==> src/rtl/sisc_mem_arbiter.sv <==
// -----------------------------------------------------------------------------
// sisc_mem_arbiter
//
// Sequencer and arbiter for the SISC's single-ported memory. Two requesters
// share it: the instruction-fetch port (read-only) and the data port
// (LOD/STR). One transaction is in flight at a time. When both ports request
// in the same IDLE cycle, the port that was not granted last wins
// (round-robin). Read data comes back in a per-port holding register together
// with a one-cycle valid pulse. A data write is acknowledged with a dm_valid
// pulse and leaves dm_rdata unchanged.
//
// FSM: IDLE -> ISSUE -> (WAIT ->) RESP -> IDLE for reads,
//      IDLE -> ISSUE -> IDLE for writes.
//
// Parameters
//   AW      address width
//   DW      data width
//   RD_LAT  memory read latency, mem_en cycle to valid mem_rdata (1..4)
//
// Ports
//   clk, rst_f                 clock, asynchronous active-low reset
//   if_req/if_addr             fetch read request (held until if_gnt)
//   if_gnt                     pulse: fetch request issued to memory
//   if_rdata/if_valid          fetch read data, pulse when it is updated
//   dm_req/dm_we/dm_addr/dm_wdata  data request (held until dm_gnt)
//   dm_gnt                     pulse: data request issued to memory
//   dm_rdata/dm_valid          load data, pulse on load data or write ack
//   mem_en/mem_we/mem_addr/mem_wdata  memory strobe, write strobe, addr, data
//   mem_rdata                  memory read data
//   busy                       high whenever the FSM is not in IDLE
//
// Every output is either a register or a decode of registered state, so
// there is no combinational path from a request input to any output.
// -----------------------------------------------------------------------------
module sisc_mem_arbiter #(
    parameter int AW     = 16,
    parameter int DW     = 32,
    parameter int RD_LAT = 1
) (
    input  logic          clk,
    input  logic          rst_f,

    input  logic          if_req,
    input  logic [AW-1:0] if_addr,
    output logic          if_gnt,
    output logic [DW-1:0] if_rdata,
    output logic          if_valid,

    input  logic          dm_req,
    input  logic          dm_we,
    input  logic [AW-1:0] dm_addr,
    input  logic [DW-1:0] dm_wdata,
    output logic          dm_gnt,
    output logic [DW-1:0] dm_rdata,
    output logic          dm_valid,

    output logic          mem_en,
    output logic          mem_we,
    output logic [AW-1:0] mem_addr,
    output logic [DW-1:0] mem_wdata,
    input  logic [DW-1:0] mem_rdata,

    output logic          busy
);

    // -------------------------------------------------------------------------
    // Constants
    // -------------------------------------------------------------------------
    localparam logic [1:0] S_IDLE  = 2'd0;
    localparam logic [1:0] S_ISSUE = 2'd1;
    localparam logic [1:0] S_WAIT  = 2'd2;
    localparam logic [1:0] S_RESP  = 2'd3;

    localparam logic OWN_FETCH = 1'b0;
    localparam logic OWN_DATA  = 1'b1;

    // WAIT lasts RD_LAT-1 cycles: the counter is loaded with RD_LAT-2 in ISSUE
    // and WAIT exits when it reads zero. For RD_LAT <= 2 the load value is 0
    // (and for RD_LAT = 1 WAIT is skipped altogether).
    localparam logic [1:0] WAIT_LOAD = (RD_LAT > 2) ? 2'(RD_LAT - 2) : 2'd0;

    // -------------------------------------------------------------------------
    // State
    // -------------------------------------------------------------------------
    logic [1:0]    state;
    logic [1:0]    state_nxt;
    logic [1:0]    wait_cnt;
    logic          owner;        // port that owns the current transaction
    logic          last_owner;   // port granted most recently (round-robin)
    logic          we_q;
    logic [AW-1:0] addr_q;
    logic [DW-1:0] wdata_q;
    logic [DW-1:0] if_rdata_q;
    logic [DW-1:0] dm_rdata_q;
    logic          if_valid_q;
    logic          dm_valid_q;

    // -------------------------------------------------------------------------
    // Arbitration: only meaningful in IDLE, where requests are sampled.
    // -------------------------------------------------------------------------
    logic any_req;
    logic pick_data;

    assign any_req = if_req | dm_req;

    always_comb begin
        // NOTE: every variable written in a combinational block gets a default
        // first, so no path leaves it unassigned and no latch is inferred.
        pick_data = OWN_FETCH;
        if (dm_req && !if_req) begin
            pick_data = OWN_DATA;
        end else if (dm_req && if_req) begin
            // Tie: the port not granted last wins.
            pick_data = (last_owner == OWN_FETCH) ? OWN_DATA : OWN_FETCH;
        end
    end

    // -------------------------------------------------------------------------
    // Next-state logic
    // -------------------------------------------------------------------------
    always_comb begin
        state_nxt = state;
        case (state)
            S_IDLE: begin
                if (any_req) begin
                    state_nxt = S_ISSUE;
                end
            end
            S_ISSUE: begin
                if (we_q) begin
                    state_nxt = S_IDLE;
                end else if (RD_LAT > 1) begin
                    state_nxt = S_WAIT;
                end else begin
                    state_nxt = S_RESP;
                end
            end
            S_WAIT: begin
                if (wait_cnt == 2'd0) begin
                    state_nxt = S_RESP;
                end
            end
            S_RESP: begin
                state_nxt = S_IDLE;
            end
            default: begin
                state_nxt = S_IDLE;
            end
        endcase
    end

    // NOTE: sequential state uses non-blocking assignments so every register
    // samples the pre-edge values of the others, independent of block order.
    always_ff @(posedge clk or negedge rst_f) begin
        if (!rst_f) begin
            state <= S_IDLE;
        end else begin
            state <= state_nxt;
        end
    end

    // WAIT down-counter.
    always_ff @(posedge clk or negedge rst_f) begin
        if (!rst_f) begin
            wait_cnt <= 2'd0;
        end else if (state == S_ISSUE) begin
            wait_cnt <= WAIT_LOAD;
        end else if (state == S_WAIT && wait_cnt != 2'd0) begin
            wait_cnt <= wait_cnt - 2'd1;
        end
    end

    // -------------------------------------------------------------------------
    // Request latch: captured on the IDLE edge that accepts a request and held
    // for the rest of the transaction, so requesters may drop or change their
    // inputs once granted. The fetch port never writes, so we_q is only set
    // for data-port writes. Write data is only captured for the data port.
    // -------------------------------------------------------------------------
    always_ff @(posedge clk or negedge rst_f) begin
        if (!rst_f) begin
            owner   <= OWN_FETCH;
            we_q    <= 1'b0;
            addr_q  <= '0;
            wdata_q <= '0;
        end else if (state == S_IDLE && any_req) begin
            owner <= pick_data;
            if (pick_data == OWN_DATA) begin
                we_q    <= dm_we;
                addr_q  <= dm_addr;
                wdata_q <= dm_wdata;
            end else begin
                we_q    <= 1'b0;
                addr_q  <= if_addr;
            end
        end
    end

    // Round-robin history. Reset to DATA so that fetch wins the first tie.
    always_ff @(posedge clk or negedge rst_f) begin
        if (!rst_f) begin
            last_owner <= OWN_DATA;
        end else if (state == S_ISSUE) begin
            last_owner <= owner;
        end
    end

    // -------------------------------------------------------------------------
    // Response path. Read data is captured at the end of RESP, and the valid
    // pulse appears in the following cycle (which is already IDLE). A write is
    // acknowledged in the cycle after its ISSUE.
    // -------------------------------------------------------------------------
    always_ff @(posedge clk or negedge rst_f) begin
        if (!rst_f) begin
            if_rdata_q <= '0;
            dm_rdata_q <= '0;
            if_valid_q <= 1'b0;
            dm_valid_q <= 1'b0;
        end else begin
            if_valid_q <= (state == S_RESP) && (owner == OWN_FETCH);
            dm_valid_q <= (owner == OWN_DATA) &&
                          ((state == S_RESP) || (state == S_ISSUE && we_q));
            if (state == S_RESP) begin
                if (owner == OWN_FETCH) begin
                    if_rdata_q <= mem_rdata;
                end else begin
                    dm_rdata_q <= mem_rdata;
                end
            end
        end
    end

    // -------------------------------------------------------------------------
    // Outputs: decodes of registered state, or registers directly.
    // -------------------------------------------------------------------------
    logic issue;
    assign issue = (state == S_ISSUE);

    assign busy      = (state != S_IDLE);
    assign mem_en    = issue;
    assign mem_we    = issue & we_q;
    assign mem_addr  = addr_q;
    assign mem_wdata = wdata_q;
    assign if_gnt    = issue & (owner == OWN_FETCH);
    assign dm_gnt    = issue & (owner == OWN_DATA);
    assign if_rdata  = if_rdata_q;
    assign dm_rdata  = dm_rdata_q;
    assign if_valid  = if_valid_q;
    assign dm_valid  = dm_valid_q;

endmodule

==> config.mk <==
export PLATFORM = sky130hd
export DESIGN_NAME = sisc_mem_arbiter
export DESIGN_NICKNAME = d
export VERILOG_FILES = /design/src/rtl/sisc_mem_arbiter.sv
export SDC_FILE = /design/constraint.sdc
export NUM_CORES = 1
export LEC_CHECK = 0
export ABC_CLOCK_PERIOD_IN_PS = 4360
export CORE_AREA = 2 2 107 109
export DETAILED_ROUTE_END_ITERATION = 10
export DIE_AREA = 0 0 109 111
export PLACE_DENSITY_LB_ADDON = 0.15
export SLEW_MARGIN = 15
export SYNTH_ARGS = -nofsm -noshare
export SYNTH_HDL_FRONTEND = slang
export SYNTH_SLANG_ARGS = --single-unit
==> constraint.sdc <==
create_clock -name clk -period 4.36 [get_ports clk]
set_clock_uncertainty 0.15 [all_clocks]
set_input_delay 0.436 -clock clk [delete_from_list [all_inputs] [get_ports clk]]
set_output_delay 0.436 -clock clk [all_outputs]
set_load 0.03 [all_outputs]
# --- Yosys cells after proc, flatten, opt, wreduce, memory -nomap -nowiden ---
# Cells that the tools add are included.
word_totals:
  wordCells: 51
  output_inout_bits: 119
  reg_bits: 121
  input_bits: 101
op_classes:
  addsub: 1
  n_bitwise: 5
  muxes: 11
  n_eq_ne: 5
  reduce_logical: 18
op_table:
  columns: ["op", "count"]
  rows:
  - ["$mux W16", 1]
  - ["$mux W2", 5]
  - ["$pmux W2 S4", 1]
  - ["$reduce_and A2 Y1", 4]
  - ["$logic_and A1 B1 Y1", 7]
  - ["$reduce_bool A2 Y1", 3]
  - ["$eq A2 B2 Y1 const B", 2]
  - ["$logic_not A2 Y1", 2]
  - ["$mux W1", 4]
  - ["$ne A2 B2 Y1 const B", 2]
  - ["$and A1 B1 Y1", 3]
  - ["$eq A2 B1 Y1 const B", 1]
  - ["$sub A2 B1 Y2 const B", 1]
  - ["$logic_not A1 Y1", 1]
  - ["$logic_or A1 B1 Y1", 1]
  - ["$not A1 Y1", 1]
  - ["$or A1 B1 Y1", 1]

# --- Longest topological paths before layout ---
# Gate-level depths: netlist of run 1.
logic_depth:
  depth_word: 4
  depth_mapped: 6
  depth_no_buf: 5

# --- Worst setup path after synthesis of run 1 ---
# Ideal clock, no wire load.
synth_path:
  path_kind: "reg2out"
  from: "register state[0]"
  to: "output if_gnt"
  path_buffers: 1
  path_stages_with_launch: 4
  arrival_time_ns: 1.598
  setup_slack_ns: 2.176
  t_required_ns: 3.774
  cell_sequence: "dfrtp_1 buf_2 nor2b_1 nor2b_1"
synth_via:
  elab_chain_len: 2
synth_rtl:
  columns: ["element", "line", "rtl"]
  rows:
  - ["from (decl)", "85", "logic [1:0] state;"]
  - ["from (signal assigned)", "158", "state <= state_nxt;"]
  - ["$eq A2 B1 Y1", "236", "assign issue = (state == S_ISSUE);"]
  - ["via mem_en", "57", "output logic mem_en,"]
  - ["$and A1 B1 Y1", "243", "assign if_gnt = issue & (owner == OWN_FETCH);"]
  - ["to (decl)", "45", "output logic if_gnt,"]
# The timed path passes the listed nets, and every way through them passes these cells.

# --- Final worst setup path of run 1 ---
layout_path:
  from: "register state[0]"
  to: "output if_gnt"
layout_via:
  elab_chain_len: 2
layout_rtl:
  columns: ["element", "line"]
  rows:
  - ["$eq A2 B1 Y1", "236"]
  - ["$and A1 B1 Y1", "243"]
# Every way passes these cells.

==> summary.txt, run 1 <==
DRC: 0
EDFF count, synth: 0
period utilization: 62.08%
run status: complete, no violations
CP required: 3.77 ns
row count: 39
register area share after synthesis: 63.11%
Pleak: 0.003240 µW
global-route wire length before repair: 17.96 mm
synth unique cells: 23
most area-consuming cells after synthesis: dfrtp_1 (63%), mux2_2 (31%), buf_6 (1.4%)
Max FO, Critical Path: 10
top_reg_cell synth: dfrtp_1
Period minus WS final: 2.707 ns
dpl cells: 649
r2r startpoint: state[1]$_DFFE_PN0P_
via count: 3,241
endpoints failing hold: 0
CTS sink count: 121
Ys Warns: 0
Setup Viol. Count Final: 0
cell taking the most area after synthesis: dfrtp_1
IO Count: 220
Congestion Overflow GR: 0
Storage cell area: 0.003029 mm²
CP startpoint kind: flop
die area: 0.01210 mm²
H-tree Lvls: 4
clock latency on the worst-skew pair: 0.40 ns
RSZ-0062 raised after global routing: false
nets: 628
vias in the first global route: 3,522
Root Driver: clkbuf_16
Slew Limit Fails: 0
area grow syn2layout: 60.90%
async set-reset flop share out of synthesis: 100.0%
remaining antenna violation count: 0
CTS tree: built
mapped cell area: 0.004800 mm²
Worst-path clk slew: 0.06 ns
RD Place Congestion: 0.7112
largest net degree at the start of global routing: 54
share of layout cells above drive strength 1: 31.91%
drt pass-1 iters: 4
initial core utilization: 43.33%
hpwl dp: 7.883 mm
hold path start: mem_addr[5]$_DFFE_PN0P_
relative slew slack: 37.90%
chip height: 111 µm
Crit Path Class: reg -> out
via/cell ratio: 4.752
peak supply drop: 0.0004882 V
PD cells: 891.1 mW/mm²
Yosys reg bits: 121
routed wl met2: 5.794 mm
area of the multi-input gates: 0.001649 mm²
Setup Buffers After CTS: 0
total CTS buffers: 17
R2R setup slack: 2.16 ns
initial antenna violation count: 0
Core Footprint: 0.01108 mm²
Iteration-0 DRC Markers: 161
synthesized area per cell: 16.16 µm²
aggregate global-route resource usage: 19.65%
post-route insts no fill: 682
cells after synthesis: 297
Die X: 109 µm
CP Capture Type: output port
Max-cap violations: 0
met3 routed WL: 937 µm
Diodes inserted: 0
Least-Margin Pin Slew: 0.9304 ns
CTS resizes: 0
top-area cell type share of the netlist area: 62.57%
Fin Setup TNS: 0 ns
worst hold slack: 0.3502 ns
drt total wl: 11.23 mm
CP arrival: 2.12 ns
syn nets: 399
Top Metal Used: met4
Hold Buf Count CTS: 1
CTS max path bufs: 2
IO buf count: 219
hold crit path type: reg -> reg
fmax: 369.5 MHz
Avg WL per Cell: 16.47 µm
Met1 Wirelength: 4.347 mm
layout filler cell count: 805
CP Launch Point: state[0]$_DFFE_PN0P_
power breakdown:
group	internal, µW	switching [µW]	leakage (µW)
logic	1650	1800	0.00150
clock network	970	459	0.000310
registers	1700	305	0.00143
total	4320	2560	0.00324
cells in the mapped netlist, drive strengths merged, types with 2 or more instances:
cell,n
o21ai,2
dfrtp,120
buf,15
and2,2
nand2,4
nor2b,2
nor2,6
mux2,130
inv,3
mux2i,2
a21bo,2
routing by layer:
metal / vias to the layer above / track usage, %
met3: 9 / 7.878
met2: 123 / 32.80
met5: - / 0
li1: 1515 / -
met1: 1594 / 22.30
met4: 0 / 7.607
path summary, 6_finish.rpt:
check	to	cells after the start
worst max-delay path	if_gnt	3
worst min-delay path	mem_addr[5]$_DFFE_PN0P_	1
worst max register to register	dm_rdata[26]$_DFFE_PN0P_	2
worst min register to register	mem_addr[5]$_DFFE_PN0P_	1
max in group asynchronous	mem_wdata[0]$_DFFE_PN0P_	3
min in group asynchronous	mem_addr[2]$_DFFE_PN0P_	2
cells in the final DEF (no fill, tap or decap), types with 3 or more instances in the layout:
master and count:
clkdlybuf4s50_1 218, mux2_2 130, dfrtp_1 120, clkbuf_16 17
buf_4 6, nor2_1 5, clkbuf_8 5, clkinv_2 5
nand2_1 4, inv_1 3, bufinv_16 3
cells by family (layout without fill, tap and decap cells):
logic type	Yosys count	count (layout)	synth area share, %
buffers and inverters	18	260	2.633
muxes	132	132	30.92
DFF	121	121	63.11
and+or+nand+nor	17	17	1.799
adders and majority gates	1	1	0.2606
AOI/OAI and AO/OA	8	8	1.278
through the flow:
stage	setup WS, ns	power [µW]	util (%)	area, µm²
after floorplan	2.176	4048	-	4800
after global placement	1.908	5420	64.06	7096
after detailed placement	1.859	5494	64.06	7096
after CTS	1.634	6968	69.72	7722
after global routing	1.460	7219	69.72	7722
final	1.653	6882	69.72	7722
worst max-delay path, cell delays in order (launching register included):
cell	delay [ns]
dfrtp_1	0.51
nor2b_1	0.33
nor2b_1	0.18
clkdlybuf4s50_1	0.70
sequential cells by signal, indices dropped and copies added, names as in the netlist:
name and count:
last_owner 1, dm_valid 1, state 2, mem_addr 16, owner 1, mem_wdata 32, wait_cnt 2, dm_rdata 32
if_rdata 32, we_q 1, if_valid 1
final cells by class:
| cell class | instances | area share (%) |
|---|---|---|
| multi-input combinational | 158 | 21.35 |
| inverter | 3 | 0.1458 |
| clock inverter | 8 | 1.491 |
| clock buffer | 24 | 6.497 |
| tap | 143 | 2.317 |
| timing repair buffer | 225 | 28.97 |
| sequential | 121 | 39.23 |
Power figures use the tool's default switching activity.
==> inputs of run 2 (changes only) <==
--- a/config.mk
+++ b/config.mk
@@ -5,10 +5,10 @@
 export SDC_FILE = /design/constraint.sdc
 export NUM_CORES = 1
 export LEC_CHECK = 0
-export ABC_CLOCK_PERIOD_IN_PS = 4360
-export CORE_AREA = 2 2 107 109
+export ABC_CLOCK_PERIOD_IN_PS = 2200
+export CORE_AREA = 2 2 117 119
 export DETAILED_ROUTE_END_ITERATION = 10
-export DIE_AREA = 0 0 109 111
+export DIE_AREA = 0 0 119 121
 export PLACE_DENSITY_LB_ADDON = 0.15
 export SLEW_MARGIN = 15
 export SYNTH_ARGS = -nofsm -noshare
==> constraint.sdc (replaced) <==
create_clock -name clk -period 2.2 [get_ports clk]
set_clock_uncertainty 0.15 [all_clocks]
set_input_delay 0.22 -clock clk [delete_from_list [all_inputs] [get_ports clk]]
set_output_delay 0.22 -clock clk [all_outputs]
set_load 0.03 [all_outputs]
==> run 2 against run 1 <==
Worst setup slack got worse by 1.5 ns. Clock-buffer cell count unchanged. Register-to-register slack got worse by 1.8 ns. Utilization decreased by 9.6 points.
==> summary.txt, run 2 (synthesis results as in run 1) <==
IO buf count: 219 (unchanged)
Max FO, Critical Path: 5 (-5)
commonest non-fill, non-tap cells in the layout: clkdlybuf4s50_1 (213), mux2_2 (130), dfrtp_1 (120)
CP required: 1.83 ns (-1.94 ns)
Sw Share: 37.13% (-0.060 points)
commonest non-fill, non-tap cell in the layout: clkdlybuf4s50_1
Diodes inserted: 0 (unchanged)
Max-cap violations: 0 (unchanged)
Pleak: 0.003306 µW (+2.0%)
largest net degree at the start of global routing: 62 (+15%)
Root Driver: clkbuf_16
sequential share of power: 28.5% (-0.7 points)
Slew Limit Fails: 0 (unchanged)
dpl cells: 687 (+5.9%)
share of layout cells above drive strength 1: 32.35% (+0.44 points)
Avg WL per Cell: 15.93 µm (-3.3%)
P_int: 8634 µW (+100%)
fmax: 490.7 MHz
CTS max path bufs: 2 (unchanged)
global-route wire length before repair: 18.55 mm (+3.3%)
peak supply drop: 0.0007016 V (+44%)
DRC: 0 (unchanged)
Setup Viol. Count Final: 0 (unchanged)
PD cells: 1745 mW/mm² (+96%)
run status: complete, no violations
hold crit path type: in -> async
H-tree Lvls: 4 (unchanged)
Worst-path clk slew: 0.05 ns (about the same)
CP Capture Type: output port
period utilization: 92.64%
Fin Setup TNS: 0 ns (unchanged)
row count: 42 (+7.7%)
total CTS buffers: 17 (unchanged)
layout filler cell count: 1,063 (+32%)
die area: 0.01440 mm² (+19%)
vias in the first global route: 3,692 (+4.8%)
initial core utilization: 36.68% (-6.6 points)
via/cell ratio: 4.628 (-2.6%)
Congestion Overflow GR: 0 (unchanged)
sw power: 5099 µW (+99%)
chip height: 121 µm (+9.0%)
aggregate global-route resource usage: 16.86% (-2.8 points)
CTS sink count: 121 (unchanged)
area of the multi-input gates: 0.001649 mm² (unchanged)
Core Footprint: 0.01309 mm² (+18%)
hpwl dp: 8.187 mm (+3.9%)
drt pass-1 iters: 4 (unchanged)
CP startpoint kind: flop
Die X: 119 µm (+9.2%)
IO Count: 220 (unchanged)
RD Place Congestion: 0.7197 (+1.2%)
area grow syn2layout: 63.97%
Comb power frac: 50.7% (+0.6 points)
placed cell areas: 0.007249 mm² (+2.2%)
Clk pwr share: 20.7% (about the same)
Crit Path Class: reg -> out
via count: 3,332 (+2.8%)
initial antenna violation count: 0 (unchanged)
CP arrival: 1.67 ns (-0.45 ns)
Least-Margin Pin Slew: 0.3551 ns (-0.5753 ns)
Util after Layout: 60.15% (-9.6 points)
RSZ-0062 raised after global routing: false
nets: 633 (+0.80%)
Setup Buffers After CTS: 0 (unchanged)
clock latency on the worst-skew pair: 0.41 ns (about the same)
Storage cell area: 0.003029 mm² (unchanged)
endpoints failing hold: 0 (unchanged)
Period minus WS final: 2.038 ns
final instance area: 0.007870 mm² (+1.9%)
Iteration-0 DRC Markers: 114 (-29%)
CTS tree: built
post-route insts no fill: 720 (+5.6%)
relative slew slack: 76.26% (+38 points)
drt total wl: 11.47 mm (+2.1%)
remaining antenna violation count: 0 (unchanged)
## run 2: layout make-up
cell class / instances / share of cell area [%]
multi-input cells: 158 / 20.95
clock buffers: 24 / 6.375
well taps: 176 / 2.798
inverters: 3 / 0.1431
flip-flops and latches: 121 / 38.49
repair buffers: 230 / 29.78
clock inverters: 8 / 1.463
## run 2: power groups by stage
stage	registers [µW]	logic [µW]	clock network, µW
after detailed placement	3960	7080	0
after floorplan	6070	1950	0
after global placement	3890	7010	0
final	3920	6970	2850
after global routing	4060	7310	3000
after CTS	3930	7070	2920
## run 2: worst paths after layout
path / cells past startpoint / end / from / slack (ns)
setup / recovery: 3 / if_gnt / state[1]$_DFFE_PN0P_ / 0.16
hold / removal: 3 / mem_addr[4]$_DFFE_PN0P_ / rst_f / 0.21
setup reg to reg: 5 / mem_wdata[18]$_DFFE_PN0P_ / state[1]$_DFFE_PN0P_ / 0.39
hold reg to reg: 1 / dm_rdata[3]$_DFFE_PN0P_ / dm_rdata[3]$_DFFE_PN0P_ / 0.35
max in group asynchronous: 3 / last_owner$_DFFE_PN1N_ / rst_f / 1.38
min in group clk: 2 / mem_wdata[23]$_DFFE_PN0P_ / dm_wdata[23] / 0.27
## run 2: worst max-delay path, stage by stage (launching register included)
cell and delay (ns):
dfrtp_1 0.37, nor2b_1 0.28, nor2b_1 0.18, dlygate4sd2_1 0.43
## run 2: stage by stage
stage                     hold slack (ns)  power [µW]  setup slack, ns
after floorplan                   -0.2256        8022           0.2316
after detailed placement           0.1104       11040           0.2360
final                              0.2131       13730           0.1619
after global placement             0.1059       10900           0.2727
after global routing               0.2550       14380          0.03005
after CTS                          0.2102       13920           0.1312
## run 2: repair_timing
action,CTS,global route
resized for setup,5,0
endpoints found under the hold margin,121,0
setup endpoints to repair,5,0
hold buffers,1,0
## run 2: layer usage
layer / share of wire, % / vias to the layer above / global-route usage, %
met5: 0 / - / 0
met3: 6.9 / 23 / 6.438
met4: 2.5 / 0 / 8.110
li1: - / 1531 / -
met1: 40 / 1660 / 18.59
met2: 51 / 118 / 28.66
